--- config.mk ---
export PLATFORM = sky130hd
export DESIGN_NAME = seq_alu
export DESIGN_NICKNAME = d
export VERILOG_FILES = /design/src/rtl/seq_alu_pkg.sv /design/src/rtl/seq_alu_muldiv.sv /design/src/rtl/seq_alu.sv
export SDC_FILE = /design/constraint.sdc
export NUM_CORES = 1
export LEC_CHECK = 0
export ABC_AREA = 0
export CORE_UTILIZATION = 40
export CTS_CLUSTER_DIAMETER = 30
export DETAILED_ROUTE_END_ITERATION = 12
export PLACE_DENSITY_LB_ADDON = 0.15
export SLEW_MARGIN = 20
export SYNTH_ARGS = -nofsm -noshare
export SYNTH_HDL_FRONTEND = slang
export SYNTH_SLANG_ARGS = --single-unit
--- constraint.sdc ---
create_clock -name clk -period 5 [get_ports clk]
set_input_delay 1 -clock clk [delete_from_list [all_inputs] [get_ports clk]]
set_output_delay 1 -clock clk [all_outputs]
set_load 0.05 [all_outputs]
--- src/rtl/seq_alu_pkg.sv ---
// Shared opcodes, FSM state encoding and small decode helpers for the sequential ALU.
package seq_alu_pkg;

    localparam logic [2:0] OP_ADD = 3'd0;
    localparam logic [2:0] OP_SUB = 3'd1;
    localparam logic [2:0] OP_MUL = 3'd2;
    localparam logic [2:0] OP_DIV = 3'd3;
    localparam logic [2:0] OP_AND = 3'd4;
    localparam logic [2:0] OP_OR  = 3'd5;
    localparam logic [2:0] OP_XOR = 3'd6;
    localparam logic [2:0] OP_NOT = 3'd7;

    typedef enum logic [1:0] {
        ST_IDLE,
        ST_MULT,
        ST_DIVI,
        ST_DONE
    } state_t;

    // Divide-by-zero is resolved in one cycle, so only real MUL/DIV iterate.
    function automatic logic needs_iter(input logic [2:0] op, input logic b_nonzero);
        return (op == OP_MUL) || ((op == OP_DIV) && b_nonzero);
    endfunction

endpackage

--- src/rtl/seq_alu_muldiv.sv ---
// Iterative datapath: shift-add multiply or restoring divide, one bit per cycle.
module seq_alu_muldiv #(
    parameter int WIDTH = 4
) (
    input  logic                 clk,
    input  logic                 rst,
    input  logic                 start,
    input  logic                 is_div,
    input  logic [WIDTH-1:0]     a,
    input  logic [WIDTH-1:0]     b,
    output logic                 done,
    output logic [2*WIDTH-1:0]   result
);

    localparam int CW = $clog2(WIDTH + 1);

    logic [CW-1:0]      count;
    logic               div_mode;
    logic [2*WIDTH-1:0] acc;
    logic [2*WIDTH-1:0] mcand;
    logic [WIDTH-1:0]   opb;
    logic [2*WIDTH-1:0] acc_next;
    logic [WIDTH:0]     trial;
    logic [WIDTH:0]     diff;

    // For DIV, acc holds {remainder, remaining dividend/quotient bits}.
    always_comb begin
        trial    = {acc[2*WIDTH-1:WIDTH], acc[WIDTH-1]};
        diff     = trial - {1'b0, opb};
        acc_next = acc;
        if (div_mode) begin
            if (!diff[WIDTH])
                acc_next = {diff[WIDTH-1:0], acc[WIDTH-2:0], 1'b1};
            else
                acc_next = {trial[WIDTH-1:0], acc[WIDTH-2:0], 1'b0};
        end else begin
            acc_next = acc + (opb[0] ? mcand : '0);
        end
    end

    // The final step's value is exposed so the owner can latch it on the same edge.
    assign done   = (count == CW'(1));
    assign result = acc_next;

    always_ff @(posedge clk) begin
        if (rst) begin
            count    <= '0;
            div_mode <= 1'b0;
            acc      <= '0;
            mcand    <= '0;
            opb      <= '0;
        end else if (start) begin
            count    <= CW'(WIDTH);
            div_mode <= is_div;
            opb      <= b;
            if (is_div) begin
                acc   <= {{WIDTH{1'b0}}, a};
                mcand <= '0;
            end else begin
                acc   <= '0;
                mcand <= {{WIDTH{1'b0}}, a};
            end
        end else if (count != '0) begin
            count <= count - CW'(1);
            acc   <= acc_next;
            if (!div_mode) begin
                mcand <= mcand << 1;
                opb   <= opb >> 1;
            end
        end
    end

endmodule

--- src/rtl/seq_alu.sv ---
// Clocked ALU with valid/ready in and out; MUL/DIV iterate, everything else takes one cycle.
module seq_alu
    import seq_alu_pkg::*;
#(
    parameter int WIDTH = 4
) (
    input  logic                 clk,
    input  logic                 rst,
    input  logic                 in_valid,
    output logic                 in_ready,
    input  logic [2:0]           in_op,
    input  logic [WIDTH-1:0]     in_a,
    input  logic [WIDTH-1:0]     in_b,
    output logic                 out_valid,
    input  logic                 out_ready,
    output logic [2*WIDTH-1:0]   out_result,
    output logic                 out_carry,
    output logic                 out_overflow,
    output logic                 out_zero,
    output logic                 out_dbz,
    output logic                 busy
);

    state_t             state;
    logic               start;
    logic               md_done;
    logic [2*WIDTH-1:0] md_result;
    logic [WIDTH:0]     sum;
    logic [WIDTH:0]     diff;
    logic [2*WIDTH-1:0] res_n;
    logic               carry_n;
    logic               ovf_n;
    logic               dbz_n;

    assign in_ready = (state == ST_IDLE);
    assign busy     = (state != ST_IDLE);
    assign start    = in_ready && in_valid && needs_iter(in_op, in_b != '0);

    seq_alu_muldiv #(.WIDTH(WIDTH)) u_muldiv (
        .clk    (clk),
        .rst    (rst),
        .start  (start),
        .is_div (in_op == OP_DIV),
        .a      (in_a),
        .b      (in_b),
        .done   (md_done),
        .result (md_result)
    );

    always_comb begin
        sum     = {1'b0, in_a} + {1'b0, in_b};
        diff    = {1'b0, in_a} - {1'b0, in_b};
        res_n   = '0;
        carry_n = 1'b0;
        ovf_n   = 1'b0;
        dbz_n   = 1'b0;
        case (in_op)
            OP_ADD: begin
                res_n[WIDTH-1:0] = sum[WIDTH-1:0];
                carry_n          = sum[WIDTH];
                ovf_n            = (in_a[WIDTH-1] == in_b[WIDTH-1]) && (sum[WIDTH-1] != in_a[WIDTH-1]);
            end
            OP_SUB: begin
                res_n[WIDTH-1:0] = diff[WIDTH-1:0];
                carry_n          = ~diff[WIDTH];
                ovf_n            = (in_a[WIDTH-1] != in_b[WIDTH-1]) && (diff[WIDTH-1] != in_a[WIDTH-1]);
            end
            OP_DIV:  dbz_n = (in_b == '0);
            OP_AND:  res_n[WIDTH-1:0] = in_a & in_b;
            OP_OR:   res_n[WIDTH-1:0] = in_a | in_b;
            OP_XOR:  res_n[WIDTH-1:0] = in_a ^ in_b;
            OP_NOT:  res_n[WIDTH-1:0] = ~in_a;
            default: res_n = '0;
        endcase
    end

    always_ff @(posedge clk) begin
        if (rst) begin
            state        <= ST_IDLE;
            out_valid    <= 1'b0;
            out_result   <= '0;
            out_carry    <= 1'b0;
            out_overflow <= 1'b0;
            out_zero     <= 1'b0;
            out_dbz      <= 1'b0;
        end else begin
            case (state)
                ST_IDLE: begin
                    if (in_valid) begin
                        if (start) begin
                            state <= (in_op == OP_MUL) ? ST_MULT : ST_DIVI;
                        end else begin
                            state        <= ST_DONE;
                            out_valid    <= 1'b1;
                            out_result   <= res_n;
                            out_carry    <= carry_n;
                            out_overflow <= ovf_n;
                            out_zero     <= (res_n == '0);
                            out_dbz      <= dbz_n;
                        end
                    end
                end
                ST_MULT, ST_DIVI: begin
                    if (md_done) begin
                        state        <= ST_DONE;
                        out_valid    <= 1'b1;
                        out_result   <= md_result;
                        out_carry    <= 1'b0;
                        out_overflow <= 1'b0;
                        out_zero     <= (md_result == '0);
                        out_dbz      <= 1'b0;
                    end
                end
                ST_DONE: begin
                    if (out_ready) begin
                        state     <= ST_IDLE;
                        out_valid <= 1'b0;
                    end
                end
                default: state <= ST_IDLE;
            endcase
        end
    end

endmodule

==> results by group, run 1 <==
Logic synthesis
  – Xor and xnor fraction of the mapped netlist area: 2.58%
  – Netlist cell types: 64
  – Seq/Total Area, Yosys: 25.5%
  – Proportion of synthesized area in mux cells: 4.79%
  – Instance count of the mapped netlist: 384
  – Average instance area after synthesis: 7.96 um2
  – Share of flip-flops with an asynchronous set or reset after synthesis: 0%
  – Post-synthesis compound-gate area fraction: 24.0%
  – Number of warnings printed during yosys synthesis: 0
  – Post-synthesis share of cell area spent on and, or, nand and nor gates: 22.5%
  – Register bit count reported by yosys: 39
  – Net count of the mapped netlist: 431
  – Largest family of logic cells by synthesized area: compound AO/OA/AOI/OAI gates
  – Post-synthesis share of cell area spent on full adders, half adders and majority gates: 14.1%
  – Number of flops mapped to enable cells by yosys: 0
  – Most frequently used flop master after synthesis: sky130_fd_sc_hd__dfxtp_1
  – Post-synthesis instance area: 3060 um2

STA
  – Sum Neg Setup Slack: 0 ps
  – Worst max-slew margin expressed relative to the limit: 47.0%
  – Final hold viol count: 0
  – Setup Skew: 4.30 ps
  – WHS: 456 ps
  – Final number of max-transition violations: 0
  – Clock period minus final worst setup slack: 3270 ps
  – Setup repair after global routing missed its margin: no
  – Final critical-path share of the clock period: 65.3%
  – Max Clock Freq: 0.306 GHz
  – Slew at the pin closest to its max-slew limit: 795 ps
  – Setup Viol. Count Final: 0

Place
  – Count of input and output buffers: 29
  – Final RePlAce weighted congestion: 0.871
  – Placed wire-length estimate: 6080 um

Run status
  – Result of the run: completed

Finish
  – Number of filler instances in the final layout: 725
  – Most frequent cells in the layout: sky130_fd_sc_hd__nor2_1, sky130_fd_sc_hd__nand2_1, sky130_fd_sc_hd__dfxtp_1
  – Signed area change from the synthesized netlist to the final layout: 15.5%
  – Number of nets in the layout: 448
  – Share of layout cells above drive strength 1: 6.22%
  – Core Util, Final: 48.2%
  – Antenna diode count: 0

Clocking
  – Cts bufs inserted: 5
  – Clock tree from TritonCTS: yes
  – H-tree levels: 2
  – Number of buffers on the longest clock path: 2
  – Clk root buf: sky130_fd_sc_hd__clkbuf_8
  – Clk sinks: 39
  – Postcts setup bufs: 0
  – Quantity of hold-fixing buffers added after cts: 0
  – Clock transition at path regs: 80 ps
  – Gates resized, CTS repair: 0
  – Worst-Skew Late Latency: 290 ps

Routing
  – Total number of vias: 2,764
  – Number of remaining DRC errors: 0
  – Pre-Repair DR Iteration Count: 4
  – Residual antenna-violating net count after detailed routing: 0
  – Vias per Instance: 5.52
  – Number of DRC markers after the initial detailed-route iteration: 187
  – Aggregate routed wire length: 7880 um
  – Average routed wire per standard cell: 15.7 um

Die
  – Die Height: 89.4 um
  – Die width: 89.4 um
  – I/O pin cnt: 30
  – Number of rows in the core area: 31
  – Placeable core region: 7330 um2
  – Starting Density: 41.7%
  – Die area: 8000 um2

Worst hold path
  – Classification of the worst-slack hold path: flop to flop

Worst setup path
  – Required arrival time at the worst endpoint: 5220 ps
  – Critical Path AT: 3490 ps
  – Type of the worst setup path: primary input to flop
  – Maximum fanout along the worst path: 18
  – Kind of end point of the critical path: flop
  – Cell chain of the critical path: clkdlybuf4s50_1 > nand4b_1 > a31oi_2 > or3_1 > or3_1 > a21oi_1
  – Most repeated library cell on the critical path: sky130_fd_sc_hd__or3_1
  – Biggest cell delay along the critical path: 860 ps
  – Element type at the critical path start: primary input
  – CP max-delay cell: sky130_fd_sc_hd__clkdlybuf4s50_1

Run
  – Max-capacitance violation count: 0

Global routing
  – Grt met2 use: 33.0%
  – Overflow after GRT: 0
  – GRT met1 Usage: 30.8%
  – Pin count of the biggest net entering global routing: 33
  – Gr busiest metal: met2
  – Vias in the first global route: 2,590
  – Global-route usage over all layers: 21.4%
  – Wire length of the first global-routing pass: 12,900 um
  – Met3 Resource Use GR: 3.42%
  – Number of antenna violations at the first check in global routing: 0

Power and ir drop
  – Leakage power: 0.00145 uW
  – Maximum vdd drop: 0.000301 V
  – P per Cell Area: 532 nW/um2
==> critical path, delay by kind of cell <==
kind | cells | cell delay, ps
AOI/OAI and AO/OA | 2 | 270
and+or+nand+nor | 3 | 1340
buffers and inverters | 1 | 860
==> cells by family (layout without fill, tap and decap cells) <==
family	after synthesis	after routing
and+or+nand+nor	140	140
AOI/OAI and AO/OA	101	101
buffers and inverters	51	69
DFF	39	39
adders and majority gates	32	32
muxes	12	12
xor gates and xnor gates	9	9
==> sequential cells by signal, indices dropped and copies added, names as in the netlist <==
| register | flops |
|---|---|
| out_carry | 1 |
| out_dbz | 1 |
| out_overflow | 1 |
| out_result | 8 |
| out_valid | 1 |
| out_zero | 1 |
| state | 2 |
| u_muldiv.acc | 8 |
| u_muldiv.count | 3 |
| u_muldiv.div_mode | 1 |
| u_muldiv.mcand | 8 |
| u_muldiv.opb | 4 |
==> through the flow <==
| stage | cell area, um2 | worst slack (ps) | total power, uW | cells |
|---|---|---|---|---|
| CTS | 3530 | 1760 | 1890 | 501 |
| detailed placement | 3400 | 1450 | 1570 | 493 |
| finish | 3530 | 1730 | 1880 | 501 |
| global placement | 3400 | 1550 | 1570 | 493 |
| global route | 3530 | 1520 | 2030 | 501 |
| floorplan | 3060 | 2340 | 1310 | 384 |
==> power breakdown <==
part | internal (uW) | switching [uW] | leakage [uW] | total (uW)
Clock | 200 | 112 | 0.0000654 | 312
Sequential | 397 | 72.9 | 0.000319 | 470
Combinational | 431 | 666 | 0.00106 | 1100
Total | 1030 | 851 | 0.00145 | 1880
==> path summary, 6_finish.rpt <==
| path | startpoint | to | slack [ps] | cells past startpoint |
|---|---|---|---|---|
| max | in_op[2] | out_result[2] | 1730 | 6 |
| max reg2reg | u_muldiv.opb[0] | out_zero | 1900 | 9 |
| min reg2reg | out_carry | out_carry | 460 | 2 |
| min | out_carry | out_carry | 460 | 2 |
==> per-layer routing <==
| metal | routed length [um] | vias to the layer above |
|---|---|---|
| met5 | 0 | - |
| li1 | - | 1400 |
| met1 | 4070 | 1306 |
| met3 | 223 | 12 |
| met4 | 121 | 0 |
| met2 | 3470 | 46 |
==> final cells by class <==
type	count	area (um2)	share of cell area, %
multi-input cells	294	2080	58.8
flip-flops and latches	39	781	22.1
clock inverters	2	60.1	1.70
clock buffers	6	72.6	2.05
inverters	30	113	3.19
well taps	99	124	3.51
repair buffers	31	305	8.64
==> Yosys cell counts, drive strengths merged (7+ instances only) <==
cell type	number	area [um2]
mux2i	9	90.1
a21oi	23	115
clkbuf	15	56.3
xnor2	7	61.3
inv	30	113
ha	28	350
and2	10	65.1
a211oi	11	82.6
a31oi	7	50.1
o21ai	10	50.1
dfxtp	39	781
nor2	41	154
nand2	41	154
Note: power is estimated with default switching activity, not from simulation.
==> run 2: changes to the inputs <==
==> constraint.sdc (replaced) <==
create_clock -name clk -period 3.05 [get_ports clk]
set_input_delay 0.61 -clock clk [delete_from_list [all_inputs] [get_ports clk]]
set_output_delay 0.61 -clock clk [all_outputs]
set_load 0.05 [all_outputs]
==> results by group, run 2 (same netlist as run 1, synthesis figures left out) <==
Die
  – Die area: 8000 um2 (unchanged)
  – Number of rows in the core area: 31 (unchanged)
  – Die width: 89.4 um (unchanged)
  – Starting Density: 41.7% (unchanged)
  – I/O pin cnt: 30 (unchanged)
  – Placeable core region: 7330 um2 (unchanged)
  – Die Height: 89.4 um (unchanged)

Global routing
  – Pin count of the biggest net entering global routing: 32 (-3.0%)
  – Number of antenna violations at the first check in global routing: 0 (unchanged)
  – Global-route usage over all layers: 21.9% (+0.52 points)
  – Overflow after GRT: 0 (unchanged)
  – Wire length of the first global-routing pass: 13,300 um (+2.6%)
  – Vias in the first global route: 2,677 (+3.4%)

Worst setup path
  – Type of the worst setup path: flop to flop
  – Launch point of the critical path: u_muldiv.opb[0]
  – Required arrival time at the worst endpoint: 3280 ps (-1940 ps)
  – Element type at the critical path start: flop
  – Worst R2R Start: u_muldiv.opb[0]
  – Maximum fanout along the worst path: 10 (-8)
  – Critical Path AT: 3090 ps (-400 ps)
  – Kind of end point of the critical path: flop

Run status
  – Result of the run: completed

STA
  – Slew at the pin closest to its max-slew limit: 505 ps (-290 ps)
  – Sum Neg Setup Slack: 0 ps (unchanged)
  – Final critical-path share of the clock period: 93.8%
  – Final number of max-transition violations: 0 (unchanged)
  – Worst max-slew margin expressed relative to the limit: 66.2% (+19 points)
  – Setup repair after global routing missed its margin: no
  – Setup Skew: 9.66 ps (+5.36 ps)
  – Clock period minus final worst setup slack: 2860 ps
  – Max Clock Freq: 0.350 GHz
  – Setup Viol. Count Final: 0 (unchanged)
  – Final hold viol count: 0 (unchanged)

Place
  – Final RePlAce weighted congestion: 0.934 (+7.2%)
  – Placed wire-length estimate: 6260 um (+3.0%)
  – Count of input and output buffers: 29 (unchanged)

Finish
  – Share of layout cells above drive strength 1: 10.9% (+4.7 points)
  – Registers with the highest flip-flop counts: out_result (8), u_muldiv.acc (8), u_muldiv.mcand (8)
  – Most frequent cells in the layout: sky130_fd_sc_hd__nor2_1, sky130_fd_sc_hd__nand2_1, sky130_fd_sc_hd__dfxtp_1
  – Number of nets in the layout: 468 (+4.5%)
  – Antenna diode count: 0 (unchanged)
  – Signed area change from the synthesized netlist to the final layout: 19.0%
  – Core Util, Final: 49.6% (+1.5 points)
  – Number of filler instances in the final layout: 718 (-0.97%)

Clocking
  – Clock tree from TritonCTS: yes
  – Quantity of hold-fixing buffers added after cts: 0 (unchanged)
  – Gates resized, CTS repair: 0 (unchanged)
  – Clk root buf: sky130_fd_sc_hd__clkbuf_8
  – Postcts setup bufs: 0 (unchanged)
  – Worst-Skew Late Latency: 300 ps (about the same)
  – Number of buffers on the longest clock path: 2 (unchanged)
  – Clock transition at path regs: 90 ps (about the same)
  – H-tree levels: 2 (unchanged)
  – Cts bufs inserted: 5 (unchanged)
  – Clk sinks: 39 (unchanged)

Power and ir drop
  – P per Cell Area: 828 nW/um2 (+56%)
  – Maximum vdd drop: 0.000397 V (+32%)
  – Leakage power: 0.00152 uW (+4.9%)

Worst hold path
  – Classification of the worst-slack hold path: flop to flop
  – Worst Min Path Start: out_dbz

Routing
  – Number of DRC markers after the initial detailed-route iteration: 162 (-13%)
  – Aggregate routed wire length: 7840 um (-0.51%)
  – Total number of vias: 2,799 (+1.3%)
  – Number of remaining DRC errors: 0 (unchanged)
  – Vias per Instance: 5.37 (-2.6%)
  – Average routed wire per standard cell: 15.1 um (-4.3%)
  – Residual antenna-violating net count after detailed routing: 0 (unchanged)
  – Pre-Repair DR Iteration Count: 4 (unchanged)

Run
  – Max-capacitance violation count: 0 (unchanged)
run 2: cell types whose count changed in the layout (fill, tap and decap cells not counted):
cell                         change
sky130_fd_sc_hd__bufinv_16       -2
sky130_fd_sc_hd__clkinvlp_4      +2
sky130_fd_sc_hd__buf_4          +20
sky130_fd_sc_hd__clkinv_2        +1
sky130_fd_sc_hd__clkbuf_1        -1
run 2: worst max-delay path: stages, from the launching register on:
cell and delay [ps]:
sky130_fd_sc_hd__dfxtp_1 500, sky130_fd_sc_hd__ha_1 260, sky130_fd_sc_hd__inv_1 60, sky130_fd_sc_hd__fa_1 400
sky130_fd_sc_hd__and3_4 180, sky130_fd_sc_hd__or3_1 440, sky130_fd_sc_hd__and2_4 210, sky130_fd_sc_hd__a311oi_2 400
sky130_fd_sc_hd__o2111ai_1 220, sky130_fd_sc_hd__o22ai_2 120
run 2: final cells by class:
type,instances,area [um2],area share (%)
timing repair buffer,51,455,12.5
clock buffer,5,68.8,1.89
tap,99,124,3.40
clock inverter,3,20.0,0.550
multi-input combinational,294,2080,57.1
inverter,30,113,3.09
sequential,39,781,21.5
run 2: metal layers:
metal	routed length, um	vias up	global-route usage, %
li1	-	1440	-
met1	4030	1297	31.9
met2	3410	52	33.2
met3	279	10	3.14
met4	120	0	6.93
met5	0	-	0
run 2: metrics by stage:
stage / cells / worst slack [ps] / hold slack (ps) / area [um2] / total power [uW]
final: 521 / 189 / 454 / 3640 / 3010
after global placement: 513 / 134 / 442 / 3550 / 2660
after CTS: 521 / 187 / 458 / 3640 / 3030
after global routing: 521 / 21.3 / 483 / 3640 / 3280
after detailed placement: 513 / 83.2 / 446 / 3550 / 2670
after floorplan: 384 / 582 / 436 / 3060 / 2150
run 2: path summary, 6_finish.rpt:
kind	slack, ps	end	depth (start not counted)
min reg2reg	450	out_dbz	2
max	190	out_zero	9
max reg2reg	190	out_zero	9
min	450	out_dbz	2
run 2: where the power goes:
group | total [uW] | leakage (uW) | internal, uW | switching [uW]
registers | 773 | 0.000319 | 651 | 122
clock network | 353 | 0.0000402 | 159 | 194
logic | 1890 | 0.00116 | 797 | 1090
==> run 3: changes to the inputs <==
--- a/config.mk
+++ b/config.mk
@@ -6,7 +6,7 @@
 export NUM_CORES = 1
 export LEC_CHECK = 0
 export ABC_AREA = 0
-export CORE_UTILIZATION = 40
+export CORE_UTILIZATION = 35
 export CTS_CLUSTER_DIAMETER = 30
 export DETAILED_ROUTE_END_ITERATION = 12
 export PLACE_DENSITY_LB_ADDON = 0.15
==> results by group, run 3 (same netlist as run 1, synthesis figures left out) <==
Run status
  – Result of the run: completed

Global routing
  – Grt met2 use: 28.3% (-4.9 points)
  – GRT met1 Usage: 28.3% (-3.6 points)
  – Overflow after GRT: 0 (unchanged)
  – Vias in the first global route: 2,612 (-2.4%)
  – Wire length of the first global-routing pass: 13,300 um (about the same)
  – Number of antenna violations at the first check in global routing: 0 (unchanged)
  – Gr busiest metal: met2
  – Global-route usage over all layers: 19.0% (-2.9 points)
  – Met3 Resource Use GR: 3.11% (-0.029 points)
  – Pin count of the biggest net entering global routing: 28 (-13%)

Routing
  – Number of remaining DRC errors: 0 (unchanged)
  – Average routed wire per standard cell: 15.7 um (+4.2%)
  – Residual antenna-violating net count after detailed routing: 0 (unchanged)
  – Pre-Repair DR Iteration Count: 4 (unchanged)
  – Aggregate routed wire length: 8220 um (+4.8%)
  – Number of DRC markers after the initial detailed-route iteration: 180 (+11%)
  – Total number of vias: 2,856 (+2.0%)
  – Vias per Instance: 5.45 (+1.5%)

STA
  – Setup Viol. Count Final: 0 (unchanged)
  – Final number of max-transition violations: 0 (unchanged)
  – Final critical-path share of the clock period: 94.9% (+1.1 points)
  – Setup repair after global routing missed its margin: no
  – Clock period minus final worst setup slack: 2890 ps (+32.4 ps)
  – Sum Neg Setup Slack: 0 ps (unchanged)
  – Max Clock Freq: 0.346 GHz (-1.1%)
  – Setup Skew: 7.07 ps (-2.59 ps)
  – Slew at the pin closest to its max-slew limit: 523 ps (+18.4 ps)
  – Final hold viol count: 0 (unchanged)
  – Worst max-slew margin expressed relative to the limit: 65.0% (-1.2 points)

Worst setup path
  – Kind of end point of the critical path: flop
  – R2r setup slk: 160 ps (-30 ps)
  – Type of the worst setup path: flop to flop
  – R2R Path End: out_zero
  – CP max-delay cell: sky130_fd_sc_hd__dfxtp_1
  – Kind of cell adding the most delay to the critical path: simple AND/OR/NAND/NOR gates
  – Worst Reg2Reg Path Length in Cells: 9 (unchanged)
  – Element type at the critical path start: flop
  – Worst R2R Start: u_muldiv.opb[0]
  – Maximum fanout along the worst path: 10 (unchanged)
  – Count of buffering cells on the critical path with inverters included: 1 (unchanged)
  – Cell chain of the critical path: ha_1 > inv_1 > fa_1 > and3_4 > or3_1 > a21bo_1 > a311oi_2 > nand3b_1 > o22ai_2
  – Biggest cell delay along the critical path: 490 ps (about the same)
  – Launch point of the critical path: u_muldiv.opb[0]
  – Endpoint of the worst setup timing path: out_zero
  – WP depth: 9 (unchanged)
  – Critical Path AT: 3070 ps (-20 ps)
  – Required arrival time at the worst endpoint: 3230 ps (-50 ps)

Power and ir drop
  – Maximum vdd drop: 0.000359 V (-9.6%)
  – Leakage power: 0.00152 uW (+0.42%)
  – P per Cell Area: 851 nW/um2 (+2.7%)

Clocking
  – Quantity of hold-fixing buffers added after cts: 0 (unchanged)
  – Cts bufs inserted: 5 (unchanged)
  – H-tree levels: 2 (unchanged)
  – Number of buffers on the longest clock path: 2 (unchanged)
  – Clk root buf: sky130_fd_sc_hd__clkbuf_8
  – Clock tree from TritonCTS: yes
  – Clock transition at path regs: 80 ps (about the same)
  – Clk sinks: 39 (unchanged)
  – Postcts setup bufs: 0 (unchanged)
  – Gates resized, CTS repair: 0 (unchanged)
  – Worst-Skew Late Latency: 290 ps (about the same)

Finish
  – Number of nets in the layout: 465 (-0.64%)
  – Registers with the highest flip-flop counts: out_result (8), u_muldiv.acc (8), u_muldiv.mcand (8)
  – Multi-input gate area: 2080 um2 (unchanged)
  – Reg area: 781 um2 (unchanged)
  – Antenna diode count: 0 (unchanged)
  – Signed area change from the synthesized netlist to the final layout: 19.4%
  – Most frequent cells in the layout: sky130_fd_sc_hd__nor2_1, sky130_fd_sc_hd__nand2_1, sky130_fd_sc_hd__dfxtp_1
  – Number of filler instances in the final layout: 848 (+18%)
  – Post-Layout Cell Count: 524 (+0.58%)
  – Share of layout cells above drive strength 1: 10.3% (-0.64 points)

Die
  – Die Height: 95.5 um (+6.7%)
  – Die width: 95.5 um (+6.7%)
  – Number of rows in the core area: 33 (+6.5%)
  – Starting Density: 36.7% (-5.0 points)
  – Die area: 9110 um2 (+14%)
  – Placeable core region: 8340 um2 (+14%)
  – I/O pin cnt: 30 (unchanged)

Run
  – Max-capacitance violation count: 0 (unchanged)

Place
  – Final RePlAce weighted congestion: 0.833 (-11%)
  – Placed wire-length estimate: 6520 um (+4.1%)
  – Post-placement cell count: 516 (+0.58%)
  – Count of input and output buffers: 29 (unchanged)

Worst hold path
  – Classification of the worst-slack hold path: flop to flop
## run 3: area by class of cell
cell class | instances | area share, %
Timing Repair Buffer | 48 | 11.9
Inverter | 30 | 3.08
Sequential cell | 39 | 21.4
Multi-Input combinational cell | 294 | 56.9
Tap cell | 105 | 3.60
Clock inverter | 2 | 0.959
Clock buffer | 6 | 2.26
## run 3: stage by stage
stage	hold slack (ps)	cell area, um2	total power (uW)	utilization, %	worst slack [ps]
CTS	458	3650	3130	43.8	163
finish	456	3650	3110	43.8	157
detailed placement	446	3530	2660	42.4	99.0
floorplan	436	3060	2150	-	582
global placement	445	3530	2650	42.4	143
global route	483	3650	3350	43.8	25.7
## run 3: worst min-delay path by stage
| stage | startpoint | endpoint | cells past startpoint |
|---|---|---|---|
| finish | out_dbz | out_dbz | 2 |
| global route | out_dbz | out_dbz | 2 |
| CTS | out_result[2] | out_result[2] | 2 |
| detailed placement | out_result[2] | out_result[2] | 2 |
| global placement | out_overflow | out_overflow | 2 |
| floorplan | u_muldiv.mcand[7] | u_muldiv.mcand[7] | 2 |
## run 3: worst register-to-register path: stages, from the launching register on
cell and delay [ps]:
sky130_fd_sc_hd__dfxtp_1 490, sky130_fd_sc_hd__ha_1 230, sky130_fd_sc_hd__inv_1 60, sky130_fd_sc_hd__fa_1 400
sky130_fd_sc_hd__and3_4 180, sky130_fd_sc_hd__or3_1 440, sky130_fd_sc_hd__a21bo_1 230, sky130_fd_sc_hd__a311oi_2 460
sky130_fd_sc_hd__nand3b_1 210, sky130_fd_sc_hd__o22ai_2 80
## run 3: where the power goes
part           internal [uW]  switching (uW)  leakage (uW)
sequential               651             121      0.000319
combinational            777            1110       0.00114
clock                    265             185     0.0000612
total                   1690            1410       0.00152
## run 3: per-layer routing
| layer | routed length [um] | vias up |
|---|---|---|
| li1 | - | 1439 |
| met1 | 4360 | 1360 |
| met2 | 3530 | 53 |
| met3 | 276 | 4 |
| met4 | 57 | 0 |
| met5 | 0 | - |
